--- src/rtl/vmsu_arb_pkg.sv ---
`default_nettype none
// ============================================================================
// Module      : vmsu_arb_pkg
// Description : Shared defaults and types for the shared-multiplier arbiter.
// Revision    : 1.0 - initial release
// ============================================================================
package vmsu_arb_pkg;

  localparam int DEF_NUM_REQ    = 4;
  localparam int DEF_ID_W       = 2;
  localparam int DEF_MUL_LAT    = 2;
  localparam int DEF_FIFO_DEPTH = 4;
  localparam int PROD_W         = 16;
  localparam int OPND_W         = 8;

  // Response entry at default widths: requester ID above the product.
  typedef struct packed {
    logic [DEF_ID_W-1:0] id;
    logic [PROD_W-1:0]   p;
  } rsp_entry_t;

endpackage
`default_nettype wire

--- src/rtl/vmsu_rsp_fifo.sv ---
`default_nettype none
// ============================================================================
// Module      : vmsu_rsp_fifo
// Description : Synchronous first-word fall-through FIFO with count output.
// Revision    : 1.0 - initial release
// ============================================================================
module vmsu_rsp_fifo #(
  parameter int DATA_W = 18,
  parameter int DEPTH  = 4
) (
  input  logic                     clk,
  input  logic                     rst_n,
  input  logic                     i_wr,
  input  logic [DATA_W-1:0]        i_wdata,
  input  logic                     i_rd,
  output logic                     o_valid,
  output logic [DATA_W-1:0]        o_rdata,
  output logic [$clog2(DEPTH):0]   o_count
);

  localparam int AW = $clog2(DEPTH);

  logic [DATA_W-1:0] r_mem [DEPTH];
  logic [AW-1:0]     r_wr_ptr;
  logic [AW-1:0]     r_rd_ptr;
  logic [AW:0]       r_count;
  logic              w_pop;
  logic              w_full;

  assign o_valid = (r_count != '0);
  assign o_rdata = r_mem[r_rd_ptr];
  assign o_count = r_count;
  assign w_pop   = i_rd & o_valid;
  assign w_full  = (r_count == (AW+1)'(DEPTH));

  // Storage, pointers and occupancy; a simultaneous push and pop leaves the count unchanged.
  always_ff @(posedge clk or negedge rst_n) begin
    if (!rst_n) begin
      for (int k = 0; k < DEPTH; k++) r_mem[k] <= '0;
      r_wr_ptr <= '0;
      r_rd_ptr <= '0;
      r_count  <= '0;
    end else begin
      if (i_wr) begin
        r_mem[r_wr_ptr] <= i_wdata;
        r_wr_ptr        <= r_wr_ptr + AW'(1);
      end
      if (w_pop) r_rd_ptr <= r_rd_ptr + AW'(1);
      case ({i_wr, w_pop})
        2'b10:   r_count <= r_count + (AW+1)'(1);
        2'b01:   r_count <= r_count - (AW+1)'(1);
        default: r_count <= r_count;
      endcase
    end
  end

  // Issue credit upstream must make a write into a full FIFO impossible.
  a_no_overflow : assert property (@(posedge clk) disable iff (!rst_n)
    !(i_wr && w_full && !w_pop));

endmodule
`default_nettype wire

--- src/rtl/vmsu_mul_arbiter.sv ---
`default_nettype none
// ============================================================================
// Module      : vmsu_mul_arbiter
// Description : Round-robin, credit-controlled sharing of one 8x8 multiplier
//               among NUM_REQ requesters, with an ID tag pipeline and an
//               in-order response FIFO.
// Revision    : 1.0 - initial release
// ============================================================================
module vmsu_mul_arbiter
  import vmsu_arb_pkg::*;
#(
  parameter int NUM_REQ    = DEF_NUM_REQ,
  parameter int ID_W       = DEF_ID_W,
  parameter int MUL_LAT    = DEF_MUL_LAT,
  parameter int FIFO_DEPTH = DEF_FIFO_DEPTH
) (
  input  logic                       clk,
  input  logic                       rst_n,
  input  logic [NUM_REQ-1:0]         i_req_valid,
  output logic [NUM_REQ-1:0]         o_req_ready,
  input  logic [OPND_W*NUM_REQ-1:0]  i_req_a,
  input  logic [OPND_W*NUM_REQ-1:0]  i_req_b,
  input  logic [NUM_REQ-1:0]         i_req_signed,
  output logic [OPND_W-1:0]          o_mul_a,
  output logic [OPND_W-1:0]          o_mul_b,
  output logic                       o_mul_control,
  input  logic [PROD_W-1:0]          i_mul_p,
  output logic                       o_rsp_valid,
  input  logic                       i_rsp_ready,
  output logic [ID_W-1:0]            o_rsp_id,
  output logic [PROD_W-1:0]          o_rsp_p,
  output logic                       o_busy
);

  localparam int FCNT_W = $clog2(FIFO_DEPTH) + 1;
  localparam int CNT_W  = $clog2(FIFO_DEPTH + MUL_LAT + 1) + 1;

  typedef struct packed {
    logic [ID_W-1:0]   id;
    logic [PROD_W-1:0] p;
  } entry_t;

  logic [OPND_W-1:0]            r_mul_a;
  logic [OPND_W-1:0]            r_mul_b;
  logic                         r_mul_control;
  logic [ID_W-1:0]              r_rr_ptr;
  logic [MUL_LAT:0]             r_tag_vld;
  logic [MUL_LAT:0][ID_W-1:0]   r_tag_id;

  logic                         w_grant_vld;
  int                           w_grant_idx;
  logic [ID_W-1:0]              w_grant_id;
  logic                         w_accept;
  logic [CNT_W-1:0]             w_inflight;
  logic [FCNT_W-1:0]            w_fifo_count;
  logic                         w_issue_ok;
  entry_t                       w_wentry;
  entry_t                       w_head;

  // Count valid tag stages: operations issued but not yet written into the FIFO.
  always_comb begin
    w_inflight = '0;
    for (int k = 0; k <= MUL_LAT; k++) w_inflight = w_inflight + CNT_W'(r_tag_vld[k]);
  end

  assign w_issue_ok = (w_inflight + CNT_W'(w_fifo_count)) < CNT_W'(FIFO_DEPTH);

  // Round-robin search starting just after the last granted requester.
  always_comb begin
    w_grant_vld = 1'b0;
    w_grant_idx = 0;
    for (int k = 1; k <= NUM_REQ; k++) begin
      if (!w_grant_vld && i_req_valid[(int'(r_rr_ptr) + k) % NUM_REQ]) begin
        w_grant_vld = 1'b1;
        w_grant_idx = (int'(r_rr_ptr) + k) % NUM_REQ;
      end
    end
  end

  assign w_grant_id  = ID_W'(w_grant_idx);
  assign w_accept    = w_grant_vld & w_issue_ok & rst_n;
  assign o_req_ready = w_accept ? (NUM_REQ'(1) << w_grant_idx) : '0;

  // Operand registers, round-robin pointer and the ID tag pipeline beside the multiplier.
  always_ff @(posedge clk or negedge rst_n) begin
    if (!rst_n) begin
      r_mul_a       <= '0;
      r_mul_b       <= '0;
      r_mul_control <= 1'b0;
      r_rr_ptr      <= ID_W'(NUM_REQ - 1);
      r_tag_vld     <= '0;
      r_tag_id      <= '0;
    end else begin
      r_tag_vld <= {r_tag_vld[MUL_LAT-1:0], w_accept};
      r_tag_id  <= {r_tag_id[MUL_LAT-1:0], w_grant_id};
      if (w_accept) begin
        r_mul_a       <= i_req_a[OPND_W*w_grant_idx +: OPND_W];
        r_mul_b       <= i_req_b[OPND_W*w_grant_idx +: OPND_W];
        r_mul_control <= i_req_signed[w_grant_idx];
        r_rr_ptr      <= w_grant_id;
      end
    end
  end

  assign o_mul_a       = r_mul_a;
  assign o_mul_b       = r_mul_b;
  assign o_mul_control = r_mul_control;

  // The last tag stage lines up with the product currently on i_mul_p.
  assign w_wentry.id = r_tag_id[MUL_LAT];
  assign w_wentry.p  = i_mul_p;

  vmsu_rsp_fifo #(
    .DATA_W (ID_W + PROD_W),
    .DEPTH  (FIFO_DEPTH)
  ) u_rsp_fifo (
    .clk     (clk),
    .rst_n   (rst_n),
    .i_wr    (r_tag_vld[MUL_LAT]),
    .i_wdata (w_wentry),
    .i_rd    (i_rsp_ready),
    .o_valid (o_rsp_valid),
    .o_rdata (w_head),
    .o_count (w_fifo_count)
  );

  assign o_rsp_id = w_head.id;
  assign o_rsp_p  = w_head.p;
  assign o_busy   = (w_inflight != '0) | (w_fifo_count != '0);

endmodule
`default_nettype wire

--- config.mk ---
export PLATFORM = sky130hd
export DESIGN_NAME = vmsu_mul_arbiter
export DESIGN_NICKNAME = d
export VERILOG_FILES = /design/src/rtl/vmsu_arb_pkg.sv /design/src/rtl/vmsu_rsp_fifo.sv /design/src/rtl/vmsu_mul_arbiter.sv
export SDC_FILE = /design/constraint.sdc
export NUM_CORES = 1
export LEC_CHECK = 0
export CAP_MARGIN = 30
export CORE_UTILIZATION = 34
export DETAILED_ROUTE_END_ITERATION = 12
export PLACE_DENSITY = 0.69
export SETUP_SLACK_MARGIN = 0.15
export SLEW_MARGIN = 20
export SYNTH_ARGS = -nofsm -noshare
export SYNTH_HDL_FRONTEND = slang
export SYNTH_SLANG_ARGS = --single-unit
--- constraint.sdc ---
create_clock -name clk -period 3.1 [get_ports clk]
set_clock_uncertainty 0.15 [all_clocks]
set_input_delay 0.93 -clock clk [delete_from_list [all_inputs] [get_ports clk]]
set_output_delay 0.93 -clock clk [all_outputs]
set_load 0.05 [all_outputs]
=== Word level (Yosys, flattened, before mapping) ===
Cells that the tools add are included.

* Word-level logic and storage cells: 95
* Output and inout port bits: 41
* Input bits: 91
* Bits in registers: 107

* Magnitude comparators: 9
* Bitwise logic cells: 10
* Equality and inequality tests: 2
* Multiplexer cells: 31
* Reductions and logical operators: 14
* Add/sub/neg operators: 11
* Shifts and indexed selects: 3

{| class="wikitable"
|+ Operators with widths
! operator !! count
|-
| $mux 32 || 4
|-
| $bwmux 72 || 1
|-
| $shiftx 32x32->8 || 2
|-
| $mux 18 || 3
|-
| $bmux 18 s2 || 1
|-
| $demux 18 s2 || 1
|-
| $lt 32x4->1 const B || 1
|-
| $shl 1x32->4 const A || 1
|-
| $lt 3x4->1 const B || 4
|-
| $mux 1 || 14
|-
| $bmux 1 s2 || 5
|-
| $add 2x1->2 const B || 4
|-
| $reduce_or 2->1 || 4
|-
| $ge 3x3->1 const B || 2
|-
| $not 2->3 || 2
|-
| $pmux 3 s2 || 1
|-
| $add 2x2->2 const B || 2
|-
| $add 3x3->4 || 1
|-
| $and 1x1->1 const A || 4
|-
| $logic_and 1x1->1 || 4
|-
| $lt 4x3->1 const B || 1
|-
| $mux 4 || 1
|-
| $reduce_bool 4->1 || 1
|-
| $add 2x1->3 || 1
|-
| other kinds (11) || 15
|}

=== Depth between registers and ports, before layout ===
* Word-level depth: 19
* Mapped depth: 9
* Mapped depth without buffers: 9

=== By module ===
From an unflattened synthesis, not the netlist that was laid out.

* Cells, all modules: 363
* Area total of the unflattened synthesis: 5412.7 um^2

{| class="wikitable"
|+ Modules (own cells, without submodules)
! module !! instances !! seq. area each (um^2) !! area each (um^2) !! cells an instance
|-
| vmsu_rsp_fifo || 1 || 1976.9 || 3741.1 || 207
|-
| vmsu_mul_arbiter || 1 || 703.2 || 1671.6 || 156
|}

=== Worst setup path before layout ===
Ideal clock, no wire load.

* Kind: in2out
* From: input port i_req_valid[2]
* To: output port o_req_ready[3]
* Data arrival time: 2794 ps
* Slack: -774 ps
* Required time: 2020 ps
* Path buffers: 2
* Stages: 6
* Path through: nand2b_1 > o22ai_1 > a21oi_2 > buf_6 > buf_2 > nor3_1

* Word-level cells in the longest chain between the ends: 16
* Elaborated cells between the ends (all ways): 30
* Classes of those cells: 1 x shift; 21 x mux; 2 x bitwise; 6 x reduce/logical

{| class="wikitable"
|+ Ends and longest elaborated chain
! element !! RTL line !! source
|-
| start: declaration || vmsu_mul_arbiter.sv:19 || <nowiki>input logic [NUM_REQ-1:0] i_req_valid,</nowiki>
|-
| $bmux 1 s2 || vmsu_mul_arbiter.sv:73 || <nowiki>if (!w_grant_vld && i_req_valid[(int'(r_rr_ptr) + k) % NUM_REQ]) begin</nowiki>
|-
| $mux 1 (implied by the code) (2 in a row) || vmsu_mul_arbiter.sv:73 ||
|-
| $mux 1 || vmsu_mul_arbiter.sv:73 ||
|-
| $logic_not 1->1 || vmsu_mul_arbiter.sv:73 ||
|-
| $logic_and 1x1->1 || vmsu_mul_arbiter.sv:73 ||
|-
| $mux 1 || vmsu_mul_arbiter.sv:73 ||
|-
| $logic_not 1->1 || vmsu_mul_arbiter.sv:73 ||
|-
| $logic_and 1x1->1 || vmsu_mul_arbiter.sv:73 ||
|-
| $mux 1 || vmsu_mul_arbiter.sv:73 ||
|-
| $logic_not 1->1 || vmsu_mul_arbiter.sv:73 ||
|-
| $logic_and 1x1->1 || vmsu_mul_arbiter.sv:73 ||
|-
| $mux 1 || vmsu_mul_arbiter.sv:73 ||
|-
| $and 1x1->1 (2 in a row) || vmsu_mul_arbiter.sv:81 || <nowiki>assign w_accept = w_grant_vld & w_issue_ok & rst_n;</nowiki>
|-
| $mux 4 (*) || vmsu_mul_arbiter.sv:82 || <nowiki>assign o_req_ready = w_accept ? (NUM_REQ'(1) << w_grant_idx) : '0;</nowiki>
|-
| end: declaration || vmsu_mul_arbiter.sv:20 || <nowiki>output logic [NUM_REQ-1:0] o_req_ready,</nowiki>
|}

Every way passes the cells marked *; elsewhere a longest branch is shown, timed or not. The select of a mux whose other input is x is not followed.

=== Final worst setup path ===
* From: register r_tag_vld[2]
* To: output port o_req_ready[2]

* Word-level cells in the longest chain between the ends: 6

{| class="wikitable"
|+ Ends and longest elaborated chain
! element !! RTL line !! source
|-
| start: declaration || vmsu_mul_arbiter.sv:47 || <nowiki>logic [MUL_LAT:0] r_tag_vld;</nowiki>
|-
| start signal: assignment || vmsu_mul_arbiter.sv:94 || <nowiki>r_tag_vld <= {r_tag_vld[MUL_LAT-1:0], w_accept};</nowiki>
|-
| $add 2x1->3 || vmsu_mul_arbiter.sv:63 || <nowiki>for (int k = 0; k <= MUL_LAT; k++) w_inflight = w_inflight + CNT_W'(r_tag_vld[k]);</nowiki>
|-
| $add 3x3->4 || vmsu_mul_arbiter.sv:66 || <nowiki>assign w_issue_ok = (w_inflight + CNT_W'(w_fifo_count)) < CNT_W'(FIFO_DEPTH);</nowiki>
|-
| $lt 4x3->1 || vmsu_mul_arbiter.sv:66 ||
|-
| $and 1x1->1 (2 in a row) || vmsu_mul_arbiter.sv:81 ||
|-
| $mux 4 || vmsu_mul_arbiter.sv:82 ||
|}

No other way between the ends.

==> flow_summary.json <==
{
  "status": "finished with violations",
  "failed_checks": "setup timing",
  "crit_arrival_ns": 2.28,
  "path_class": "flop to output pin",
  "first_global_vias": 4111,
  "path_cells": "fa_2 -> ha_4 -> nor3b_4 -> nand2_2 -> a2111o_1 -> clkinvlp_4 -> buf_12",
  "dominantRegCellSynth": "dfrtp_1",
  "async_reset_ff_share_pct": 100,
  "fin_setup_tns_ns": -0.724,
  "grt_pass1_wl_microns": 20500,
  "postSynthCellCount": 376,
  "syn_area_per_cell_sq_um": 13.8,
  "clock_path_buffers": 2,
  "grt_max_degree": 58,
  "hpwl_microns": 8720,
  "die-area_sq_mm": 0.0158,
  "p_leak_nw": 2.99,
  "drtIter0Drc": 175,
  "ys_top_cells_by_area": "dfrtp_1 (50%), mux2_2 (18%), mux4_2 (7.8%)",
  "critPathRequiredTime_ns": 2.02,
  "cts_root_buffer": "clkbuf_16",
  "max-vdd-ir-drop_mv": 0.612,
  "worstHoldPathType": "flop to flop",
  "synthMostInstantiatedCell": "dfrtp_1",
  "slowest_delay_ns": 0.42,
  "nets": 619,
  "hold_buffers": 0,
  "synth_nets": 475,
  "period_share_pct": 108,
  "hold_viol_final": 0,
  "ys_ff_latch": 107,
  "finalSetupViolations": 4,
  "setup_slack_ns": -0.260,
  "crit_buf_inv": 2,
  "final_antenna_net_count": 0,
  "netlist_area_sq_mm": 0.00521,
  "grt_util_all_layers_pct": 16.5,
  "synth_top_area_share_pct": 50.5,
  "start_util_pct": 35.3,
  "synth_top_area_cell": "dfrtp_1",
  "clkTransAtPathRegs_ns": 0.07,
  "path_delay_family": "adder cells",
  "io_pins": 132,
  "clkLatencyLatePin_ns": 0.34,
  "cts-htree-levels": 3,
  "yosysUniqueCellTypes": 40,
  "maxSlewHeadroom_pct": 51.4,
  "cts-buffers-inserted": 9,
  "drt_wl_total_microns": 12500,
  "drc": 0,
  "synthTopCellsByCount": "dfrtp_1 (105), mux2_2 (82), nand4_1 (20)",
  "via_per_inst": 5.18,
  "cts_tree": "done",
  "fp.dieW_microns": 126,
  "dr.pass1.iters": 4,
  "rsz0062_at_grt": "yes",
  "utilization_pct": 48.9,
  "worst_pin_slew_ns": 0.729,
  "rows": 44,
  "antenna_found_initial": 0,
  "area_delta_synth_final_pct": 38.7,
  "yosysSeqAreaShare_pct": 51.5,
  "slew_viol_final": 0,
  "synth-edff-count": 0,
  "die_h_microns": 126,
  "gpl.final_weighted_congestion": 0.786,
  "post-route-min-period_ns": 3.36,
  "io_buffers": 131,
  "worst_setup_path_start_kind": "flop",
  "diodes": 0,
  "core_area_sq_mm": 0.0148,
  "fmaxAchievable_mhz": 298,
  "fillCellCount": 1323,
  "ys_warn_count": 0,
  "p_per_area_mw_per_mm2": 1130,
  "end_kind": "output pin",
  "wl_per_cell_microns": 17.6,
  "critPathMaxFanout": 2,
  "vias": 3673,
  "hold-worst-slack_ns": 0.200,
  "grt-ovfl-total": 0,
  "drv_cap": 0,
  "clkSinkCount": 107,
  "drive_above_1_share_pct": 36.6,
  "cp_slowest_cell": "fa_2"
}
logic make-up (layout without fill, tap and decap cells):
group | Yosys count | count (layout) | share of synthesized area, %
multiplexers | 119 | 119 | 29.8
AO/OA/AOI/OAI | 33 | 33 | 5.43
adder cells (fa/ha/maj) | 8 | 8 | 2.21
buffers and inverters | 35 | 184 | 2.96
flip-flops | 107 | 107 | 51.5
XOR/XNOR | 6 | 6 | 1.01
AND/OR/NAND/NOR | 68 | 68 | 7.09
worst paths after layout:
check                              from                    to  slack [ns]  cells after the start
max in group asynchronous         rst_n            o_mul_a[2]        1.02                      3
min in group asynchronous         rst_n  u_rsp_fifo.r_mem[55]        0.60                      2
max                        r_tag_vld[2]        o_req_ready[2]       -0.26                      7
max reg2reg                 r_rr_ptr[1]            o_mul_a[3]        0.51                      7
min                         r_tag_id[0]           r_tag_id[2]        0.20                      0
min reg2reg                 r_tag_id[0]           r_tag_id[2]        0.20                      0
metal layers:
metal	up-vias	routed length (microns)	part of all wire [%]	global-route usage (%)
li1	1698	-	-	-
met1	1839	5290	42	19.7
met2	116	6170	50	28.1
met3	20	740	5.9	4.42
met4	0	250	2.0	7.09
met5	-	0	0	0
worst reg2reg max path, stage by stage (launching register included):
cell and delay (ns):
dfstp_2 0.61, mux2i_1 0.25, o22ai_2 0.14, a21oi_4 0.21
buf_4 0.18, buf_6 0.25, mux2_2 0.38, a221o_1 0.32
sequential cells by signal, indices dropped and copies added (netlist names), 2 cells and up:
| name | flops |
|---|---|
| r_tag_vld | 3 |
| u_rsp_fifo.o_count | 3 |
| u_rsp_fifo.r_rd_ptr | 2 |
| r_tag_id | 6 |
| u_rsp_fifo.r_wr_ptr | 2 |
| o_mul_a | 8 |
| r_rr_ptr | 2 |
| o_mul_b | 8 |
| u_rsp_fifo.r_mem | 72 |
cell usage in the layout (no fill, tap or decap), types with 2 or more instances in the layout:
master / synthesis / routed
xor2_1: 4 / 4
or3_1: 2 / 2
clkbuf_16: 0 / 9
mux2i_1: 12 / 12
a21o_1: 2 / 2
nand2_1: 8 / 7
dfrtp_1: 105 / 105
dlygate4sd2_1: 0 / 5
clkbuf_8: 0 / 2
buf_12: 0 / 5
clkinv_2: 0 / 3
o32ai_1: 7 / 7
inv_1: 10 / 9
mux2_4: 7 / 7
o21ai_0: 2 / 2
dfstp_2: 2 / 2
a211oi_1: 7 / 7
nor2_4: 0 / 2
nand2b_1: 9 / 8
nor3_1: 8 / 7
xnor2_1: 2 / 2
mux4_2: 18 / 18
buf_4: 0 / 43
nand4_1: 20 / 20
clkinvlp_4: 0 / 3
ha_1: 6 / 5
nor2_1: 12 / 10
clkdlybuf4s50_1: 0 / 102
a221o_1: 10 / 10
mux2_2: 82 / 82
layout make-up:
cell class	count	area (sq um)	share of cell area, %
flip-flops and latches	107	2680	37.1
multi-input cells	234	2470	34.3
repair buffers	156	1500	20.8
clock buffers	12	256	3.55
well taps	184	230	3.19
inverters	12	55.1	0.762
clock inverters	4	25.0	0.347
where the power goes:
part / leakage, nW / internal, mW / total, mW / switching, mW
clock: 0.135 / 0.587 / 1.08 / 0.496
sequential: 1.26 / 2.11 / 2.51 / 0.399
combinational: 1.60 / 2.01 / 4.55 / 2.55
total: 2.99 / 4.71 / 8.15 / 3.44
through the flow:
| step | total power [mW] | setup slack [ns] | cells | area, sq um |
|---|---|---|---|---|
| final | 8.15 | -0.260 | 709 | 7220 |
| after global routing | 8.60 | -0.361 | 709 | 7220 |
| after detailed placement | 7.09 | -0.448 | 691 | 6910 |
| after global placement | 6.94 | -0.384 | 691 | 6910 |
| after CTS | 8.23 | -0.316 | 709 | 7220 |
| after floorplan | 5.71 | -0.00440 | 376 | 5300 |
timing repair:
action,CTS,global route
gates cloned,0,0
setup buffers,2,0
pin swaps,8,0
gates resized for setup,9,1
hold endpoints to repair,0,0
setup endpoints to repair,15,6
Note: power is estimated with default switching activity, not from simulation.
